### config.mk
export PLATFORM = sky130hd
export DESIGN_NAME = ex_muldiv
export DESIGN_NICKNAME = d
export VERILOG_FILES = /design/src/rtl/ex_muldiv.sv
export SDC_FILE = /design/constraint.sdc
export NUM_CORES = 1
export LEC_CHECK = 0
export ABC_CLOCK_PERIOD_IN_PS = 12100
export CAP_MARGIN = 30
export CORE_MARGIN = 8
export CORE_UTILIZATION = 30
export DETAILED_ROUTE_END_ITERATION = 6
export PLACE_DENSITY = 0.48
export SLEW_MARGIN = 10
export SYNTH_ARGS = -nofsm -noshare
export SYNTH_HDL_FRONTEND = slang
export SYNTH_SLANG_ARGS = --single-unit
### constraint.sdc
create_clock -name clk -period 12.1 [get_ports clk]
set_input_delay 1.815 -clock clk [delete_from_list [all_inputs] [get_ports clk]]
set_output_delay 1.815 -clock clk [all_outputs]
set_load 0.05 [all_outputs]
### src/rtl/ex_muldiv.sv
// Iterative RV32M multiply/divide unit: radix-2 shift-add multiply and restoring divide,
// one bit per cycle for XLEN cycles, valid/ready on both sides with a passthrough tag.
module ex_muldiv #(
    parameter int XLEN  = 32,
    parameter int TAG_W = 5
) (
    input  logic             clk,
    input  logic             rst_n,
    input  logic             flush,
    input  logic             in_valid,
    output logic             in_ready,
    input  logic [2:0]       in_op,
    input  logic [XLEN-1:0]  in_a,
    input  logic [XLEN-1:0]  in_b,
    input  logic [TAG_W-1:0] in_tag,
    output logic             out_valid,
    input  logic             out_ready,
    output logic [XLEN-1:0]  out_result,
    output logic [TAG_W-1:0] out_tag
);

    localparam int CNT_W = $clog2(XLEN + 1);

    typedef enum logic [1:0] {IDLE, BUSY, DONE} state_t;

    state_t           state;
    logic [2:0]       op_q;
    logic [TAG_W-1:0] tag_q;
    logic [XLEN-1:0]  a_mag;
    logic [XLEN-1:0]  b_mag;
    logic             neg_a;
    logic             neg_b;
    logic [XLEN:0]    hi;
    logic [XLEN-1:0]  lo;
    logic [CNT_W-1:0] cnt;

    logic             a_signed_in;
    logic             b_signed_in;
    logic             sa_in;
    logic             sb_in;
    logic [XLEN-1:0]  a_abs_in;
    logic [XLEN-1:0]  b_abs_in;

    always_comb begin
        a_signed_in = (in_op == 3'd1) || (in_op == 3'd2) || (in_op == 3'd4) || (in_op == 3'd6);
        b_signed_in = (in_op == 3'd1) || (in_op == 3'd4) || (in_op == 3'd6);
        sa_in       = a_signed_in && in_a[XLEN-1];
        sb_in       = b_signed_in && in_b[XLEN-1];
        a_abs_in    = sa_in ? (~in_a + 1'b1) : in_a;
        b_abs_in    = sb_in ? (~in_b + 1'b1) : in_b;
    end

    // Multiply: hi accumulates, lo shifts the multiplier out LSB first and the product low half in.
    // Divide: lo shifts the dividend out MSB first and the quotient in; hi is the partial remainder.
    logic [XLEN:0]   mul_sum;
    logic [XLEN:0]   div_shift;
    logic [XLEN:0]   div_diff;
    logic [XLEN:0]   hi_nxt;
    logic [XLEN-1:0] lo_nxt;

    always_comb begin
        mul_sum   = hi + {1'b0, (lo[0] ? a_mag : {XLEN{1'b0}})};
        div_shift = {hi[XLEN-1:0], lo[XLEN-1]};
        div_diff  = div_shift - {1'b0, b_mag};
        hi_nxt    = {1'b0, mul_sum[XLEN:1]};
        lo_nxt    = {mul_sum[0], lo[XLEN-1:1]};
        if (op_q[2]) begin
            if (!div_diff[XLEN]) begin
                hi_nxt = div_diff;
                lo_nxt = {lo[XLEN-2:0], 1'b1};
            end else begin
                hi_nxt = div_shift;
                lo_nxt = {lo[XLEN-2:0], 1'b0};
            end
        end
    end

    logic [2*XLEN-1:0] prod;
    logic [2*XLEN-1:0] prod_s;
    logic [XLEN-1:0]   quo_s;
    logic [XLEN-1:0]   rem_s;
    logic [XLEN-1:0]   a_orig;
    logic              div_zero;
    logic              div_ovf;
    logic [XLEN-1:0]   result;

    always_comb begin
        prod     = {hi_nxt[XLEN-1:0], lo_nxt};
        prod_s   = (neg_a ^ neg_b) ? (~prod + 1'b1) : prod;
        quo_s    = (neg_a ^ neg_b) ? (~lo_nxt + 1'b1) : lo_nxt;
        rem_s    = neg_a ? (~hi_nxt[XLEN-1:0] + 1'b1) : hi_nxt[XLEN-1:0];
        a_orig   = neg_a ? (~a_mag + 1'b1) : a_mag;
        div_zero = (b_mag == '0);
        div_ovf  = neg_a && neg_b && (a_mag == {1'b1, {(XLEN-1){1'b0}}})
                   && (b_mag == {{(XLEN-1){1'b0}}, 1'b1});
        case (op_q)
            3'd0:       result = prod[XLEN-1:0];
            3'd1, 3'd2,
            3'd3:       result = prod_s[2*XLEN-1:XLEN];
            3'd4, 3'd5: result = div_zero ? {XLEN{1'b1}} : (div_ovf ? a_orig : quo_s);
            default:    result = div_zero ? a_orig : (div_ovf ? {XLEN{1'b0}} : rem_s);
        endcase
    end

    always_ff @(posedge clk or negedge rst_n) begin
        if (!rst_n) begin
            state      <= IDLE;
            in_ready   <= 1'b1;
            out_valid  <= 1'b0;
            out_result <= '0;
            out_tag    <= '0;
            cnt        <= '0;
            op_q       <= '0;
            tag_q      <= '0;
            a_mag      <= '0;
            b_mag      <= '0;
            neg_a      <= 1'b0;
            neg_b      <= 1'b0;
            hi         <= '0;
            lo         <= '0;
        end else if (flush) begin
            state     <= IDLE;
            in_ready  <= 1'b1;
            out_valid <= 1'b0;
            cnt       <= '0;
        end else begin
            case (state)
                IDLE: begin
                    if (in_valid) begin
                        state    <= BUSY;
                        in_ready <= 1'b0;
                        op_q     <= in_op;
                        tag_q    <= in_tag;
                        a_mag    <= a_abs_in;
                        b_mag    <= b_abs_in;
                        neg_a    <= sa_in;
                        neg_b    <= sb_in;
                        hi       <= '0;
                        lo       <= in_op[2] ? a_abs_in : b_abs_in;
                        cnt      <= CNT_W'(XLEN);
                    end
                end
                BUSY: begin
                    hi  <= hi_nxt;
                    lo  <= lo_nxt;
                    cnt <= cnt - 1'b1;
                    if (cnt == CNT_W'(1)) begin
                        out_result <= result;
                        out_tag    <= tag_q;
                        out_valid  <= 1'b1;
                        state      <= DONE;
                    end
                end
                DONE: begin
                    if (out_ready) begin
                        out_valid <= 1'b0;
                        in_ready  <= 1'b1;
                        state     <= IDLE;
                    end
                end
                default: begin
                    state    <= IDLE;
                    in_ready <= 1'b1;
                end
            endcase
        end
    end

endmodule

==> results.ini, run 1 <==
[status]
status=completed

[yosys]
syn_nets=2630
yosys_most_used_dff=dfrtp_1
syn-instance-count=2478
seq_area_frac_synth_pct=25.18
ys_ff_latch=186
syn_area_um2=18490
yosys_warnings=0
avgSynthCellArea_um2=7.460
postSynth.asyncResetShare_pct=100.0
synth_edf_count=0
ys_types=100

[placement]
portBuffers=115
place_ws_ns=4.654
place_congestion=0.9266
dpl.hpwl_um=64590

[run]
maxCapViolCount=0

[routing]
ant_nets=0
detail_route.vias_per_cell=5.851
drc=0
firstDrtPassIters=6
vias=19300
drtIter0Drc=2130
routedWlPerCell_um=25.05
wirelength_um=82640

[timing]
worst_pin_slew_ns=0.9850
relSlewSlack_pct=34.33
finalCritPeriodShare_pct=62.86
fin_skew_ns=0.02158
period_needed_ns=7.606
grt_setup_unrepaired=false
hold_violations=0
slew_viol_final=0
fin_tns_setup_ns=0
final-setup-viol-count=0
finalHoldWorstSlack_ns=0.4690
max_freq_mhz=131.5
setup_slack_ns=4.494

[power]
p_total_mw=6.220
cellLeakagePower_nw=8.383
ir_worst_vdd_mv=0.1244
power_density_nw_per_um2=295.9

[floorplanning]
num_rows=91
die_h_um=264.2
core_area_um2=61370
chipWidth_um=264.2
dieArea_um2=69820
io_pins=116
start_util_pct=30.12

[setup_path]
arrival_ns=8.01
start_kind=register
crit_start=lo[31]
reg2reg_from=lo[31]
cp_max_fo=46
cp_top_family=compound AO/OA/AOI/OAI gates
path_buf_inv=3
rr_endpoint=out_result[20]
r2r_cells=29
path_class=reg -> reg
crit_slowest_cell=or3_1
cpPeakStageDelay_ns=0.46
end_kind=register
cp.required_ns=12.51
r2r_slack_ns=4.49

[cells_and_area]
final_util_pct=34.25
final_cell_mix=369 x nand2_1, 282 x o21ai_0, 184 x nor2_1, 184 x dfrtp_1, 173 x a21oi_1
mostFrequentLayoutCell=nand2_1
diodes=0
area_growth_pct=13.71
drive_above_1_share_pct=5.660
fin_nets=2648

[clock_tree]
cts_max_level=4
clock_sinks=186
cts_hold_repair.buffers=0
cts_tree=yes
insertion_delay_ns=0.52
numCtsBuffers=17
cts_buffer_depth=2
path_clk_slew_ns=0.08
ctsResizeCount=0
cts_root_buf=clkbuf_16
post_cts_buffers=0

[worst_hold_path]
min_from=tag_q[1]
holdCritPathClass=reg -> reg
holdPathStages=2
hold_end=out_tag[1]

[global_route]
grt_overflow_total=0
grt_pass1_wl_um=122400
grt_pass1_vias=18630
antenna_found_initial=3
track_usage_pct=23.10
grt_max_degree=113

-- per-stage QoR --
stage | std cells | instance area, um^2
final | 3299 | 21020
after global routing | 3299 | 21020
after CTS | 3293 | 20900
after detailed placement | 3261 | 20270
after global placement | 3259 | 20240
after floorplan | 2478 | 18490
-- final cells by class --
type,count,area [um^2]
Fill cell,6496,40350
Multi-Input combinational cell,2071,12970
Timing Repair Buffer,153,1523
Inverter,67,251.5
Tap cell,790,988.4
Clock inverter,11,158.9
Sequential cell,186,4659
Clock buffer,21,470.5
-- layer usage --
metal / GRT usage [%] / up-vias / wire [um]
met1: 29.83 / 9401 / 35800
met4: 9.053 / 2 / 3118
li1: - / 9038 / -
met3: 4.314 / 129 / 5254
met2: 37.86 / 734 / 38450
met5: 0 / - / 13
-- kinds of logic (layout without fill, tap and decap cells) --
family / count (synthesis) / in the layout / share of synthesized area, %
simple gates: 913 / 913 / 23.63
fa+ha+maj: 75 / 75 / 5.157
compound gates: 818 / 818 / 28.09
xor+xnor: 191 / 191 / 9.049
buf+inv: 221 / 252 / 4.765
flops: 186 / 186 / 25.18
mux: 74 / 74 / 4.115
-- worst min-delay path, delay by kind of cell (launching register included) --
kind,cells,cell delay [ns]
flip-flops,1,0.35
AND/OR/NAND/NOR,2,0.10
-- sequential cells by signal, summed over array words and instances, names as in the netlist, 3 cells and up --
name and flops:
tag_q 5, op_q 3, a_mag 32, b_mag 32, lo 32, cnt 6
hi 33, out_result 32, out_tag 5
-- worst max path at each step --
stage	slack, ns	to	cells after the start
after floorplan	6.25	out_result[20]	28
after global placement	4.54	out_result[20]	29
after detailed placement	4.65	out_result[20]	29
after CTS	4.59	out_result[20]	29
after global routing	4.10	out_result[27]	26
final	4.49	out_result[20]	29
-- Yosys cell counts (25+ instances only) --
master,instances,share of area (%)
a211oi_1,28,1.1
xnor2_1,105,5.0
nand3_1,36,0.97
inv_1,66,1.3
a21oi_1,173,4.7
and2_1,42,1.4
nor2b_1,25,0.85
nor4_1,32,1.1
mux2i_1,61,3.3
clkbuf_1,119,2.4
or3_1,25,0.85
xor2_1,86,4.1
ha_1,73,4.9
nor2_1,186,3.8
o31ai_1,40,1.6
nand4_1,25,0.85
nor3_1,59,1.6
dfrtp_1,185,25
a31oi_1,34,1.2
nand2_1,369,7.5
o21ai_0,282,7.6
nand2b_1,40,1.4
-- where the power goes --
part           switching [mW]  internal (mW)
logic                    2.84           1.49
clock network           0.297          0.345
registers               0.402          0.845
total                    3.54           2.68
No activity file was read; power rests on OpenSTA's default activity.
==> run 2, diff against run 1 <==
- ABC_CLOCK_PERIOD_IN_PS: 12100 -> 6100
- PLACE_DENSITY: 0.48 -> 0.5
- clock period: 12.1 -> 6.1 ns (I/O delays scaled with it)
==> run 2 against run 1 <==
  * Sequential power rose by 94%
  * Via count rose by 2.2%
  * Critical path depth fell by 3
  * Total power grew 110%
  * Hold slack worse by 0.015 ns
  * Non-clock buffer count increased by 81
  * Critical path type unchanged
  * Critical endpoint unchanged
==> results.ini, run 2 (same netlist as run 1, synthesis figures left out) <==
[routing]
routedWlPerCell_um=24.87  ; was 25.05 um
vias=19720  ; was 19.30k
ant_nets=0  ; unchanged
wirelength_um=84090  ; was 82,640 um
detail_route.vias_per_cell=5.833  ; was 5.851
drc=0  ; unchanged
firstDrtPassIters=6  ; unchanged
drtIter0Drc=1841  ; was 2,130

[cells_and_area]
fin_nets=2729  ; was 2,648
largest_register_ffs=33  ; unchanged
area_growth_pct=17.54  ; was 13.71%
finalInstanceArea_um2=21730  ; was 21,020 um^2
fin_cells=3381  ; was 3,299
largest_register=hi  ; unchanged
final_cell_mix=369 x nand2_1, 281 x o21ai_0, 184 x nor2_1, 184 x dfrtp_1, 169 x a21oi_1  ; was 369 x nand2_1, 282 x o21ai_0, 184 x nor2_1, 184 x dfrtp_1, 173 x a21oi_1
mostFrequentLayoutCell=nand2_1  ; unchanged
drive_above_1_share_pct=9.382  ; was 5.660%

[global_route]
grt_max_degree=83  ; was 113
grt_overflow_total=0  ; unchanged
grt_pass1_wl_um=124200  ; was 122,400 um
track_usage_pct=23.44  ; was 23.10%
grt_pass1_vias=18760  ; was 18.63k
antenna_found_initial=2  ; was 3

[setup_path]
cpPeakStageDelay_ns=0.41  ; was 0.46 ns
cp_top_family=compound AO/OA/AOI/OAI gates  ; unchanged
arrival_ns=6.14  ; was 8.01 ns
path_buf_inv=4  ; was 3
cp.required_ns=6.45  ; was 12.51 ns
start_kind=register  ; unchanged
path_class=reg -> reg  ; unchanged
cp_max_fo=18  ; was 46
crit_slowest_cell=dfrtp_1  ; was or3_1
end_kind=register  ; unchanged

[clock_tree]
cts_root_buf=clkbuf_16  ; unchanged
cts_hold_repair.buffers=0  ; unchanged
insertion_delay_ns=0.50  ; was 0.52 ns
cts_max_level=4  ; unchanged
numCtsBuffers=17  ; unchanged
clock_sinks=186  ; unchanged
cts_tree=yes  ; unchanged
cts_buffer_depth=2  ; unchanged
path_clk_slew_ns=0.08  ; about the same

[floorplanning]
num_rows=91  ; unchanged
dieArea_um2=69820  ; unchanged
core_area_um2=61370  ; unchanged
chipWidth_um=264.2  ; unchanged
start_util_pct=30.12  ; unchanged
die_h_um=264.2  ; unchanged
io_pins=116  ; unchanged

[timing]
fin_tns_setup_ns=0  ; unchanged
final-setup-viol-count=0  ; unchanged
relSlewSlack_pct=31.93  ; was 34.33%
fin_skew_ns=0.01280  ; was 0.02158 ns
period_needed_ns=5.797  ; was 7.606 ns
hold_violations=0  ; unchanged
slew_viol_final=0  ; unchanged
setup_slack_ns=0.3034  ; was 4.494 ns
worst_pin_slew_ns=1.017  ; was 0.9850 ns
finalCritPeriodShare_pct=95.03  ; was 62.86%
max_freq_mhz=172.5  ; was 131.5 MHz

[power]
ir_worst_vdd_mv=0.2529  ; was 0.1244 mV
p_total_mw=13.01  ; was 6.220 mW
power_density_nw_per_um2=598.9  ; was 295.9 nW/um^2
cellLeakagePower_nw=8.775  ; was 8.383 nW

[run]
maxCapViolCount=0  ; unchanged

[worst_hold_path]
holdCritPathClass=in -> async  ; was reg -> reg

[placement]
dp.cells=3345  ; was 3,261
place_congestion=0.9690  ; was 0.9266
dpl.hpwl_um=66780  ; was 64,590 um
place_ws_ns=-0.09198  ; was 4.654 ns
dpl_cell_area_um2=20940  ; was 20,270 um^2
portBuffers=115  ; unchanged

[status]
status=completed  ; unchanged

==> run 2: changes by cell type in the layout (fill, tap and decap cells not counted), moves of 3 or more <==
cell / before / now
a21oi_1: 173 / 169
ha_1: 73 / 69
a21oi_2: 4 / 8
ha_2: 0 / 3
buf_4: 31 / 114
==> run 2: where the power goes <==
part           switching [mW]  internal [mW]  total (mW)
combinational            5.89           3.45        9.34
sequential              0.738           1.68        2.42
clock                   0.586          0.669        1.25
==> run 2: through the flow <==
| stage | util [%] | hold slack [ns] |
|---|---|---|
| floorplan | - | 0.4386 |
| CTS | 35.16 | 0.4817 |
| global route | 35.40 | 0.4919 |
| finish | 35.41 | 0.4543 |
| detailed placement | 34.13 | 0.4638 |
| global placement | 34.08 | 0.4603 |
==> run 2: worst paths after layout <==
kind	start	end	slack (ns)	cells past startpoint
worst max register to register	b_mag[19]	out_result[20]	0.30	26
min in group clk	out_tag[0]	out_tag[0]	0.48	2
max in group asynchronous	rst_n	b_mag[24]	4.41	2
worst max-delay path	b_mag[19]	out_result[20]	0.30	26
worst min register to register	out_tag[0]	out_tag[0]	0.48	2
worst min-delay path	rst_n	out_result[29]	0.45	1
==> run 2: routing by layer <==
layer	wire, um	share of wire (%)	vias up	global-route usage, %
li1	-	-	9211	-
met1	36550	43	9632	30.86
met5	0	0	-	0
met3	5234	6.2	125	3.543
met4	3462	4.1	0	9.484
met2	38840	46	754	38.16
==> run 2: area by class of cell <==
| type | count | area (um^2) |
|---|---|---|
| sequential | 186 | 4659 |
| tap | 790 | 988.4 |
| multi-input combinational | 2071 | 13080 |
| clock buffer | 19 | 442.9 |
| antenna | 1 | 2.502 |
| fill | 6438 | 39640 |
| clock inverter | 13 | 185.2 |
| inverter | 67 | 251.5 |
| timing repair buffer | 234 | 2121 |
==> run 2: timing repair <==
| action | 4_1_cts | 5_1_grt |
|---|---|---|
| endpoints found under the setup margin | 10 | 30 |
| setup buffers | 0 | 2 |
| resized for setup | 2 | 22 |
| pin swaps | 0 | 4 |
